File: src/rtl/multicycle_control_unit.sv
// Multicycle MIPS control FSM: steps each instruction through fetch/decode/execute/memory/write-back
// and drives the datapath enables, mux selects and a retired-instruction counter.
module multicycle_control_unit #(
   parameter bit MEM_HANDSHAKE = 1'b1,
   parameter int CNT_W         = 32
) (
   input  logic             clk,
   input  logic             arst_n,
   input  logic [5:0]       opcode,
   input  logic             mem_ready,
   output logic             pc_write,
   output logic             pc_write_cond,
   output logic             i_or_d,
   output logic             mem_read,
   output logic             mem_write,
   output logic             ir_write,
   output logic             mem_2_reg,
   output logic             reg_dst,
   output logic             reg_write,
   output logic             alu_src_a,
   output logic [1:0]       alu_src_b,
   output logic [1:0]       alu_op,
   output logic [1:0]       pc_source,
   output logic [3:0]       state,
   output logic             instr_done,
   output logic             illegal_op,
   output logic [CNT_W-1:0] instr_count
);

   typedef enum logic [3:0] {
      S_FETCH     = 4'd0,
      S_DECODE    = 4'd1,
      S_MEM_ADDR  = 4'd2,
      S_MEM_READ  = 4'd3,
      S_MEM_WB    = 4'd4,
      S_MEM_WRITE = 4'd5,
      S_EXECUTE   = 4'd6,
      S_ALU_WB    = 4'd7,
      S_BRANCH    = 4'd8,
      S_JUMP      = 4'd9,
      S_ADDI_EXEC = 4'd10,
      S_ADDI_WB   = 4'd11
   } state_e;

   localparam logic [5:0] OP_R    = 6'h00;
   localparam logic [5:0] OP_J    = 6'h02;
   localparam logic [5:0] OP_BEQ  = 6'h04;
   localparam logic [5:0] OP_ADDI = 6'h08;
   localparam logic [5:0] OP_LW   = 6'h23;
   localparam logic [5:0] OP_SW   = 6'h2B;

   state_e           state_q, state_d;
   logic [CNT_W-1:0] cnt_q, cnt_d;
   logic             rdy;

   assign rdy = mem_ready | !MEM_HANDSHAKE;

   // NOTE: reset is sampled on the clock edge only; non-blocking assignments keep every flop
   // updating from pre-edge values regardless of statement order.
   always_ff @(posedge clk) begin
      if (!arst_n) begin
         state_q <= S_FETCH;
         cnt_q   <= '0;
      end else begin
         state_q <= state_d;
         cnt_q   <= cnt_d;
      end
   end

   // NOTE: every output gets a default before the case so no path leaves it unassigned (no latches).
   always_comb begin
      state_d       = state_q;
      pc_write      = 1'b0;
      pc_write_cond = 1'b0;
      i_or_d        = 1'b0;
      mem_read      = 1'b0;
      mem_write     = 1'b0;
      ir_write      = 1'b0;
      mem_2_reg     = 1'b0;
      reg_dst       = 1'b0;
      reg_write     = 1'b0;
      alu_src_a     = 1'b0;
      alu_src_b     = 2'b00;
      alu_op        = 2'b00;
      pc_source     = 2'b00;
      instr_done    = 1'b0;
      illegal_op    = 1'b0;
      // Outputs stay at zero for the whole reset cycle so no write can slip out.
      if (arst_n) begin
         case (state_q)
            S_FETCH: begin
               mem_read  = 1'b1;
               alu_src_b = 2'b01;
               ir_write  = rdy;
               pc_write  = rdy;
               if (rdy) state_d = S_DECODE;
            end
            S_DECODE: begin
               alu_src_b = 2'b11;
               case (opcode)
                  OP_LW, OP_SW: state_d = S_MEM_ADDR;
                  OP_R:         state_d = S_EXECUTE;
                  OP_BEQ:       state_d = S_BRANCH;
                  OP_J:         state_d = S_JUMP;
                  OP_ADDI:      state_d = S_ADDI_EXEC;
                  default: begin
                     illegal_op = 1'b1;
                     state_d    = S_FETCH;
                  end
               endcase
            end
            S_MEM_ADDR, S_ADDI_EXEC: begin
               alu_src_a = 1'b1;
               alu_src_b = 2'b10;
               if (state_q == S_ADDI_EXEC) state_d = S_ADDI_WB;
               else if (opcode == OP_LW)   state_d = S_MEM_READ;
               else                        state_d = S_MEM_WRITE;
            end
            S_MEM_READ: begin
               mem_read = 1'b1;
               i_or_d   = 1'b1;
               if (rdy) state_d = S_MEM_WB;
            end
            S_MEM_WB: begin
               reg_write  = 1'b1;
               mem_2_reg  = 1'b1;
               instr_done = 1'b1;
               state_d    = S_FETCH;
            end
            S_MEM_WRITE: begin
               mem_write  = 1'b1;
               i_or_d     = 1'b1;
               instr_done = rdy;
               if (rdy) state_d = S_FETCH;
            end
            S_EXECUTE: begin
               alu_src_a = 1'b1;
               alu_op    = 2'b10;
               state_d   = S_ALU_WB;
            end
            S_ALU_WB: begin
               reg_write  = 1'b1;
               reg_dst    = 1'b1;
               instr_done = 1'b1;
               state_d    = S_FETCH;
            end
            S_ADDI_WB: begin
               reg_write  = 1'b1;
               instr_done = 1'b1;
               state_d    = S_FETCH;
            end
            S_BRANCH: begin
               alu_src_a     = 1'b1;
               alu_op        = 2'b01;
               pc_write_cond = 1'b1;
               pc_source     = 2'b01;
               instr_done    = 1'b1;
               state_d       = S_FETCH;
            end
            S_JUMP: begin
               pc_write   = 1'b1;
               pc_source  = 2'b10;
               instr_done = 1'b1;
               state_d    = S_FETCH;
            end
            default: state_d = S_FETCH;
         endcase
      end
   end

   always_comb begin
      cnt_d = cnt_q + CNT_W'(instr_done);
   end

   assign state       = arst_n ? state_q : S_FETCH;
   assign instr_count = arst_n ? cnt_q : '0;

endmodule
File: config.mk
export PLATFORM = sky130hd
export DESIGN_NAME = multicycle_control_unit
export DESIGN_NICKNAME = d
export VERILOG_FILES = /design/src/rtl/multicycle_control_unit.sv
export SDC_FILE = /design/constraint.sdc
export NUM_CORES = 1
export LEC_CHECK = 0
export ABC_AREA = 1
export BUFFER_PORTS_ARGS = -buffer_cell sky130_fd_sc_hd__clkbuf_2
export CORE_UTILIZATION = 31
export CTS_CLUSTER_DIAMETER = 100
export DETAILED_ROUTE_END_ITERATION = 6
export HOLD_SLACK_MARGIN = 0.15
export MAX_ROUTING_LAYER = met4
export REMOVE_ABC_BUFFERS = 1
export SLEW_MARGIN = 20
export SYNTH_ARGS = -nofsm -noshare
export SYNTH_HDL_FRONTEND = slang
export SYNTH_SLANG_ARGS = --single-unit
File: constraint.sdc
create_clock -name clk -period 2.53 [get_ports clk]
set_input_delay 0 -clock clk [delete_from_list [all_inputs] [get_ports clk]]
set_output_delay 0 -clock clk [all_outputs]
set_load 0.05 [all_outputs]
Word level (Yosys, flattened, before mapping)
Index checks and enable logic that the tools add are counted.
{"block": "word_totals", "elab_cells": 73, "output_inout_bits": 54, "ramBits": 0, "memories": 0, "regBits": 36, "in_bits": 9, "rom_bits": 0, "latchBits": 0}
{"block": "classes", "add_sub_neg": 1, "shifts": 0, "muxes": 40, "order_cmp": 0, "bitwise": 0, "n_div": 0, "multipliers": 0, "reduce_logical": 11, "eq_ne": 19}
{"cell": "$add A32 B1 Y32", "count": 1}
{"cell": "$mux W32", "count": 1}
{"cell": "$pmux W4 S6", "count": 1}
{"cell": "$mux W1", "count": 23}
{"cell": "$mux W4", "count": 5}
{"cell": "$pmux W4 S5", "count": 1}
{"cell": "$eq A4 B3 Y1 const B", "count": 4}
{"cell": "$eq A4 B4 Y1 const B", "count": 4}
{"cell": "$eq A6 B6 Y1 const B", "count": 2}
{"cell": "$eq A4 B2 Y1 const B", "count": 2}
{"cell": "$pmux W2 S2", "count": 2}
{"cell": "$reduce_or A2 Y1", "count": 4}
{"cell": "$eq A6 B2 Y1 const B", "count": 1}
{"cell": "$eq A6 B3 Y1 const B", "count": 1}
{"cell": "$eq A6 B4 Y1 const B", "count": 1}
{"cell": "$logic_not A6 Y1", "count": 1}
{"cell": "$mux W2", "count": 3}
{"cell": "$ne A2 B2 Y1 const B", "count": 3}
{"cell": "$pmux W2 S3", "count": 1}
{"cell": "$reduce_or A6 Y1", "count": 1}
{"cell": "$reduce_or A5 Y1", "count": 1}
{"cell": "$eq A4 B1 Y1 const B", "count": 1}
{"cell": "$logic_not A4 Y1", "count": 1}
{"cell": "$pmux W1 S2", "count": 2}
{"cell": "4 further kinds", "count": 4}

Depth between registers and ports, before layout
Gate-level depths: netlist of run 1.
{"block": "depth", "depth_word": 5, "ltp_mapped": 16, "ltp_nobuf": 16}

Worst setup path before layout of run 1
OpenSTA, ideal clock, no wires.
{"block": "synth_path", "path_type": "reg-to-reg", "from": "register state_q[2]", "to": "register cnt_q[20]", "slack_ps": -468, "n_path_buf": 0, "stages_incl_launch_ff": 16, "synth_period_minus_slack_ps": 2998, "arrival_ps": 2885, "setup_ps": 113, "cell_sequence": "dfxtp_1 -> nand2_1 -> inv_1 -> nand2_1 -> nor2_1 -> nand2_1 -> nand2_1 -> ha_1 -> ha_1 -> nand3_2 -> nor2_2 -> nand3_2 -> nor2_1 -> nand2_1 -> nand2_1 -> nor2_1"}
{"block": "synth_between", "elab_chain_cells": 5, "elab_cells_between_ends": 10}
{"element": "start, declared", "line_no": "52", "source": "state_e state_q, state_d;"}
{"element": "start signal, assigned", "line_no": "65", "source": "state_q <= state_d;"}
{"element": "$eq A4 B4 Y1 or $eq A4 B3 Y1 (tied branches)", "line_no": "90", "source": "case (state_q)"}
{"element": "$reduce_or A5 Y1 (no line)"}
{"element": "$pmux W1 S2 *", "line_no": "90"}
{"element": "$mux W1 *", "line_no": "89", "source": "if (arst_n) begin"}
{"element": "named net instr_done", "line_no": "25", "source": "output logic instr_done,"}
{"element": "$add A32 B1 Y32 *", "line_no": "172", "source": "cnt_d = cnt_q + CNT_W'(instr_done);"}
{"element": "end signal, assigned", "line_no": "66", "source": "cnt_q <= cnt_d;"}
{"element": "end, declared", "line_no": "53", "source": "logic [CNT_W-1:0] cnt_q, cnt_d;"}
Mark *: on every way through the listed nets, which the timed path passes. The rest lies on a longest branch.
A chain may end at the register's enable or synchronous reset.

Worst setup path after layout of run 1
{"block": "layout_path", "from": "register state_q[3]", "to": "register cnt_q[20]"}
{"block": "layout_between", "elab_chain_cells": 5, "elab_cells_between_ends": 10}
{"element": "$eq A4 B4 Y1 or $eq A4 B3 Y1 (tied branches)", "line_no": "90"}
{"element": "$reduce_or A5 Y1 (no line)"}
{"element": "$pmux W1 S2 *", "line_no": "90"}
{"element": "$mux W1 *", "line_no": "89"}
{"element": "$add A32 B1 Y32 *", "line_no": "172"}
Every way passes the cells marked *; elsewhere a longest branch is shown, timed or not.

==> results of run 1 <==
-- power breakdown --
| group | switching (uW) | internal, uW | leakage [uW] |
|---|---|---|---|
| logic | 107 | 33.7 | 0.00117 |
| clock network | 208 | 222 | 0.0000455 |
| registers | 4.45 | 570 | 0.000291 |
| total | 319 | 826 | 0.00150 |
-- how the worst min path moves through the flow --
stage                    from          to  cells past startpoint
finish              opcode[1]  state_q[3]                      5
global placement       arst_n    cnt_q[1]                      3
detailed placement     arst_n    cnt_q[1]                      3
CTS                 opcode[1]  state_q[3]                      5
floorplan              arst_n    cnt_q[0]                      2
global route        opcode[1]  state_q[3]                      5
-- worst max-delay path, cell delays in order, from the launching register on --
cell and delay [ns]:
dfxtp_1 0.35, inv_1 0.07, nor2_2 0.16, nor2_1 0.07, o21ai_1 0.15, o21ai_0 0.10, nand2_1 0.10, ha_1 0.19
ha_2 0.21, nand3_2 0.13, nor2_4 0.17, nand3_2 0.11, nor2_1 0.14, nand2_1 0.06, nand2_1 0.05, nor2_1 0.04
-- sequential cells by signal, summed over array words and instances (netlist names) --
register / flops
state_q: 4
cnt_q: 32
-- logic make-up after synthesis --
kind of cell	Yosys count
buffers and inverters	95
and+or+nand+nor	288
AOI/OAI and AO/OA	36
adders and majority gates	2
xor gates and xnor gates	5
DFF	36
-- synthesized netlist by cell type --
library cell | n | area (sq um)
nor2_4 | 3 | 33.8
ha_1 | 2 | 25.0
nor3_1 | 9 | 45.0
clkinv_1 | 1 | 3.75
o21ai_0 | 10 | 50.1
buf_2 | 2 | 10.0
inv_1 | 83 | 312
nand3_1 | 24 | 120
nor2_2 | 8 | 50.1
o21a_1 | 1 | 7.51
nand2_2 | 5 | 31.3
nand4_1 | 4 | 25.0
xor2_1 | 3 | 26.3
xnor2_1 | 2 | 17.5
clkbuf_1 | 8 | 30.0
nand2_1 | 153 | 574
a31oi_1 | 1 | 6.26
nand3_2 | 2 | 20.0
o21bai_1 | 2 | 15.0
a21oi_1 | 22 | 110
buf_4 | 1 | 7.51
nor2_1 | 79 | 297
dfxtp_1 | 36 | 721
nand2_4 | 1 | 11.3
-- metrics by stage --
| step | total power, uW | hold slack [ns] |
|---|---|---|
| floorplan | 679 | 0.0935 |
| global placement | 725 | 0.338 |
| detailed placement | 726 | 0.328 |
| CTS | 1160 | 0.150 |
| global route | 1200 | 0.236 |
| finish | 1150 | 0.161 |
-- timing repair --
item / CTS / global route
gates resized for setup: 0 / 5
hold endpoints to repair: 4 / 0
endpoints found under the setup margin: 0 / 9
hold buffers: 2 / 0
-- cell type report --
| class | instances | area, sq um | share of cell area (%) |
|---|---|---|---|
| Tap cell | 102 | 128 | 4.15 |
| Multi-Input combinational cell | 331 | 1480 | 48.0 |
| Sequential cell | 36 | 722 | 23.5 |
| Clock buffer | 8 | 90.1 | 2.93 |
| Inverter | 84 | 315 | 10.3 |
| Timing Repair Buffer | 66 | 345 | 11.2 |
-- layer usage --
| metal | wire (um) | part of all wire, % |
|---|---|---|
| met1 | 3210 | 48 |
| met2 | 3000 | 45 |
| met3 | 327 | 4.9 |
| met4 | 99 | 1.5 |
| met5 | 0 | 0 |
==> results.toml, run 1 <==
[run_status]
status = "finished clean"

[synth]
synth_top_family_by_area = "simple AND/OR/NAND/NOR gates"
syn_inst = 462
yosys_warnings = 0
synth-adder-area-share_pct = 0.982
synth-seq-cells = 36
yosysSeqAreaShare_pct = 28.3
synth_area_per_cell_sq_um = 5.52
syn-cell-area_sq_um = 2550
synth-xor-area-share_pct = 1.72
synth_cell_type_count = 24
synth_compound_area_share_pct = 7.41
yosys.area_share.simple_pct = 47.4
synth_mux_area_share_pct = 0

[final_layout]
final_cell_mix = "153 x nand2_1, 83 x inv_1, 78 x nor2_1"
area.growth.synth_to_final_pct = 20.7
nNetsFinal = 535
layout_commonest_cell = "nand2_1"
instances_no_fill = 627
n_antenna_cell = 0
fill_cells = 932
fin_util_pct = 39.2
drive_above_1_share_pct = 17.5
fin_area_sq_um = 3080

[global_routing]
first_global_vias = 2538
met1_usage_pct = 20.8
grt_pass1_wl_um = 11000
antenna_found_initial = 0
grt_max_degree = 44
gr-usage-met2_pct = 27.2
overflow = 0
met3_usage_pct = 2.87
grt_usage_pct = 16.5
top_usage_layer = "met2"

[critical_path]
crit_type = "register to register"
r2r-start = "state_q[3]"
cp_max_fo = 4
reg2reg_depth = 15
timing.rr.end = "cnt_q[20]"
worstPathRequired_ns = 2.73
critPathLaunch = "state_q[3]"
cp-end-kind = "register"
endpoint = "cnt_q[20]"
arrival_ns = 2.41
r2r_slack_ns = 0.32
start_kind = "register"

[min_path]
hp-class = "input pin to register"

[timing]
setup_viol = 0
hold_viol = 0
max_slew_margin_pct = 70.5
drv_slew = 0
tightest_slew_ns = 0.442
fin_skew_ns = 0.0134
tns_ns = 0
layout_setup_ws_ns = 0.322
min_period_over_period_pct = 87.3
rsz0062_at_grt = "false"
max_freq_mhz = 453
min_period_ns = 2.21

[detailed_routing]
drt_iter0_markers = 83
drc = 0
wl_per_cell_um = 10.6
drtPass1Iterations = 4
routed_wl_um = 6630
drtAntennaViolNets = 0
vias_per_cell = 4.49
vias = 2813

[placement]
io_buffers = 62
place_area_sq_um = 2950
place_ws_ns = 0.126
placedCellCount = 617
hpwl_um = 5180
place_congestion = 0.907

[clock_network]
cts.sink_count = 36
cts_tree = "yes"
clockBufferDepth = 2
clkTransAtPathRegs_ns = 0.08
clock-root-buffer = "clkbuf_8"
numCtsBuffers = 5
htree_num_levels = 2
post_cts_buffers = 0
clock_latency_ns = 0.30

[power]
leakagePower_uw = 0.00150
ir_drop_mv = 0.227
p_per_area_nw_per_um2 = 372

[die]
rows = 32
io-pin-count = 63
dieArea_sq_um = 8590
die_height_um = 92.7
die_w_um = 92.7
initial_core_util_pct = 32.5
core-area_sq_um = 7850

[run]
maxCapViolCount = 0
Power figures use the tool's default switching activity.
==> run 2, diff against run 1 <==
--- a/config.mk
+++ b/config.mk
@@ -5,11 +5,11 @@
 export SDC_FILE = /design/constraint.sdc
 export NUM_CORES = 1
 export LEC_CHECK = 0
-export ABC_AREA = 1
 export BUFFER_PORTS_ARGS = -buffer_cell sky130_fd_sc_hd__clkbuf_2
 export CORE_UTILIZATION = 31
 export CTS_CLUSTER_DIAMETER = 100
 export DETAILED_ROUTE_END_ITERATION = 6
+export GPL_TIMING_DRIVEN = 0
 export HOLD_SLACK_MARGIN = 0.15
 export MAX_ROUTING_LAYER = met4
 export REMOVE_ABC_BUFFERS = 1
==> constraint.sdc (replaced) <==
create_clock -name clk -period 2.53 [get_ports clk]
set_input_delay 0 -clock clk [delete_from_list [all_inputs] [get_ports clk]]
set_output_delay 0 -clock clk [all_outputs]
set_load 0.01 [all_outputs]
==> results.toml, run 2 <==
[synth]
syn_inst = 296
synth_most_common_cell = "dfxtp_1"
yosys.area.top_type = "dfxtp_1"
yosysSeqAreaShare_pct = 32.6
synth_cell_type_count = 41
synth_edf_count = 0
synthTopCellsByCount = "36 x dfxtp_1, 35 x nor2_1, 30 x and2_1, 20 x a21oi_1, 20 x nand2_1"
synth_area_per_cell_sq_um = 7.47
synth-main-ff-cell = "dfxtp_1"
async_flop_share_pct = 0
syn-cell-area_sq_um = 2210
synth-seq-cells = 36
synthTopCellsByArea = "dfxtp_1 33%, and2_1 8.5%, nor2_1 5.9%"
yosys_warnings = 0
synth_top_area_share_pct = 32.6

[timing]
drv_slew = 0
tightest_slew_ns = 0.655
min_period_over_period_pct = 94.8
max_slew_margin_pct = 56.3
max_freq_mhz = 417
hold_viol = 0
setup_viol = 0
min_period_ns = 2.40
rsz0062_at_grt = "true"
fin_skew_ns = 0.00816

[clock_network]
htree_num_levels = 2
clockBufferDepth = 2
cts_tree = "yes"
clkTransAtPathRegs_ns = 0.07
clock_latency_ns = 0.29
clock-root-buffer = "clkbuf_8"
numCtsBuffers = 5
cts.sink_count = 36

[critical_path]
crit_type = "register to register"
cp_max_fo = 8
worstPathRequired_ns = 2.68
r2r-start = "state_q[0]"
arrival_ns = 2.55
cp-end-kind = "register"
critPathLaunch = "state_q[0]"
start_kind = "register"

[die]
dieArea_sq_um = 7470
core-area_sq_um = 6830
initial_core_util_pct = 32.4
die_height_um = 86.5
die_w_um = 86.5
io-pin-count = 63
rows = 30

[detailed_routing]
routed_wl_um = 6050
vias_per_cell = 5.01
drtPass1Iterations = 4
drc = 0
vias = 2315
drtAntennaViolNets = 0
drt_iter0_markers = 84
wl_per_cell_um = 13.1

[placement]
io_buffers = 62
hpwl_um = 3730
place_congestion = 0.856
place_area_sq_um = 2560

[final_layout]
drive_above_1_share_pct = 32.5
n_antenna_cell = 0
fin_area_sq_um = 2960
multiInputGateArea_sq_um = 1510
layout_commonest_cell = "clkbuf_2"
fill_cells = 732
top_register = "cnt_q"
nNetsFinal = 376
area.growth.synth_to_final_pct = 33.9
reg.largest.list = "cnt_q x32, state_q x4"
final_cell_mix = "62 x clkbuf_2, 35 x nor2_1, 32 x dfxtp_1"
seq_area_sq_um = 736
largest_reg_flops = 32

[power]
power_frac_comb_pct = 10.0
leakagePower_uw = 0.00117
ir_drop_mv = 0.199
pwr-share-seq_pct = 51.3
pwr-share-clk_pct = 38.7
totalPowerFinal_uw = 1110
p_int_uw = 828
p_switching_uw = 285
power.share.switching_pct = 25.6
p_per_area_nw_per_um2 = 376

[min_path]
hp-class = "input pin to register"
hp-start = "opcode[5]"

[global_routing]
grt_max_degree = 45
first_global_vias = 2081
overflow = 0
grt_pass1_wl_um = 10000
antenna_found_initial = 0
grt_usage_pct = 17.4

[run]
maxCapViolCount = 0

[run_status]
status = "finished clean"
==> run 2: timing repair <==
action	in CTS	in global routing
gates cloned	1	0
pin swaps	7	4
buffers inserted	10	6
hold endpoints to repair	3	0
resized for setup	32	6
setup endpoints to repair	21	20
hold buffers	1	0
==> run 2: worst max-delay path, stage by stage, from the launching register on <==
cell and delay, ns:
dfxtp_4 0.38, nand2b_4 0.13, nand3_2 0.08, a21oi_4 0.18, ha_4 0.17, nand3_2 0.11
or4_4 0.58, buf_6 0.17, buf_4 0.13, o31ai_2 0.26, a21oi_2 0.07
==> run 2: worst paths after layout <==
kind,to,slack (ns),depth (start not counted)
min reg2reg,cnt_q[23],0.50,2
min,state_q[3],0.19,5
max reg2reg,cnt_q[23],0.13,10
max,cnt_q[23],0.13,10
==> run 2: power groups by stage <==
stage,clock network [uW],logic (uW),registers [uW]
6_report,431,112,571
5_1_grt,469,126,572
4_1_cts,446,110,571
3_5_place_dp,0,92.9,592
3_3_place_gp,0,92.1,592
2_1_floorplan,0,54.7,589
==> run 2: layout make-up <==
| cell class | instances | area share, % |
|---|---|---|
| repair buffers | 79 | 15.4 |
| flip-flops and latches | 36 | 24.9 |
| clock buffers | 7 | 2.92 |
| well taps | 96 | 4.06 |
| inverters | 12 | 1.56 |
| clock inverters | 1 | 0.254 |
| multi-input cells | 231 | 50.9 |
==> run 2: cell families after synthesis <==
family	after synthesis	share of synthesized area [%]
AND/OR/NAND/NOR	158	38.7
AO/OA/AOI/OAI	51	13.5
flip-flops	36	32.6
buffers and inverters	30	5.83
XOR/XNOR	12	4.75
multiplexers	6	3.06
adder cells (fa/ha/maj)	3	1.58
==> run 2: stage by stage <==
stage / TNS (ns) / util [%] / std cells / hold WS [ns] / setup WS, ns
2_1_floorplan: -4.52 / - / 278 / 0.112 / -0.373
3_3_place_gp: -10.65 / 37.4 / 436 / 0.353 / -0.714
3_5_place_dp: -9.29 / 37.5 / 436 / 0.346 / -0.697
4_1_cts: -0.000829 / 42.2 / 456 / 0.178 / -0.000829
5_1_grt: -0.000546 / 43.3 / 462 / 0.219 / -0.000546
6_report: 0 / 43.3 / 462 / 0.186 / 0.133
==> run 2: metal layers <==
layer | vias to the layer above | track usage, % | wire length, um
met2 | 60 | 29.9 | 2900
met5 | - | - | 0
met4 | 0 | 2.88 | 44
met3 | 6 | 3.81 | 218
li1 | 1176 | - | -
met1 | 1073 | 21.3 | 2880
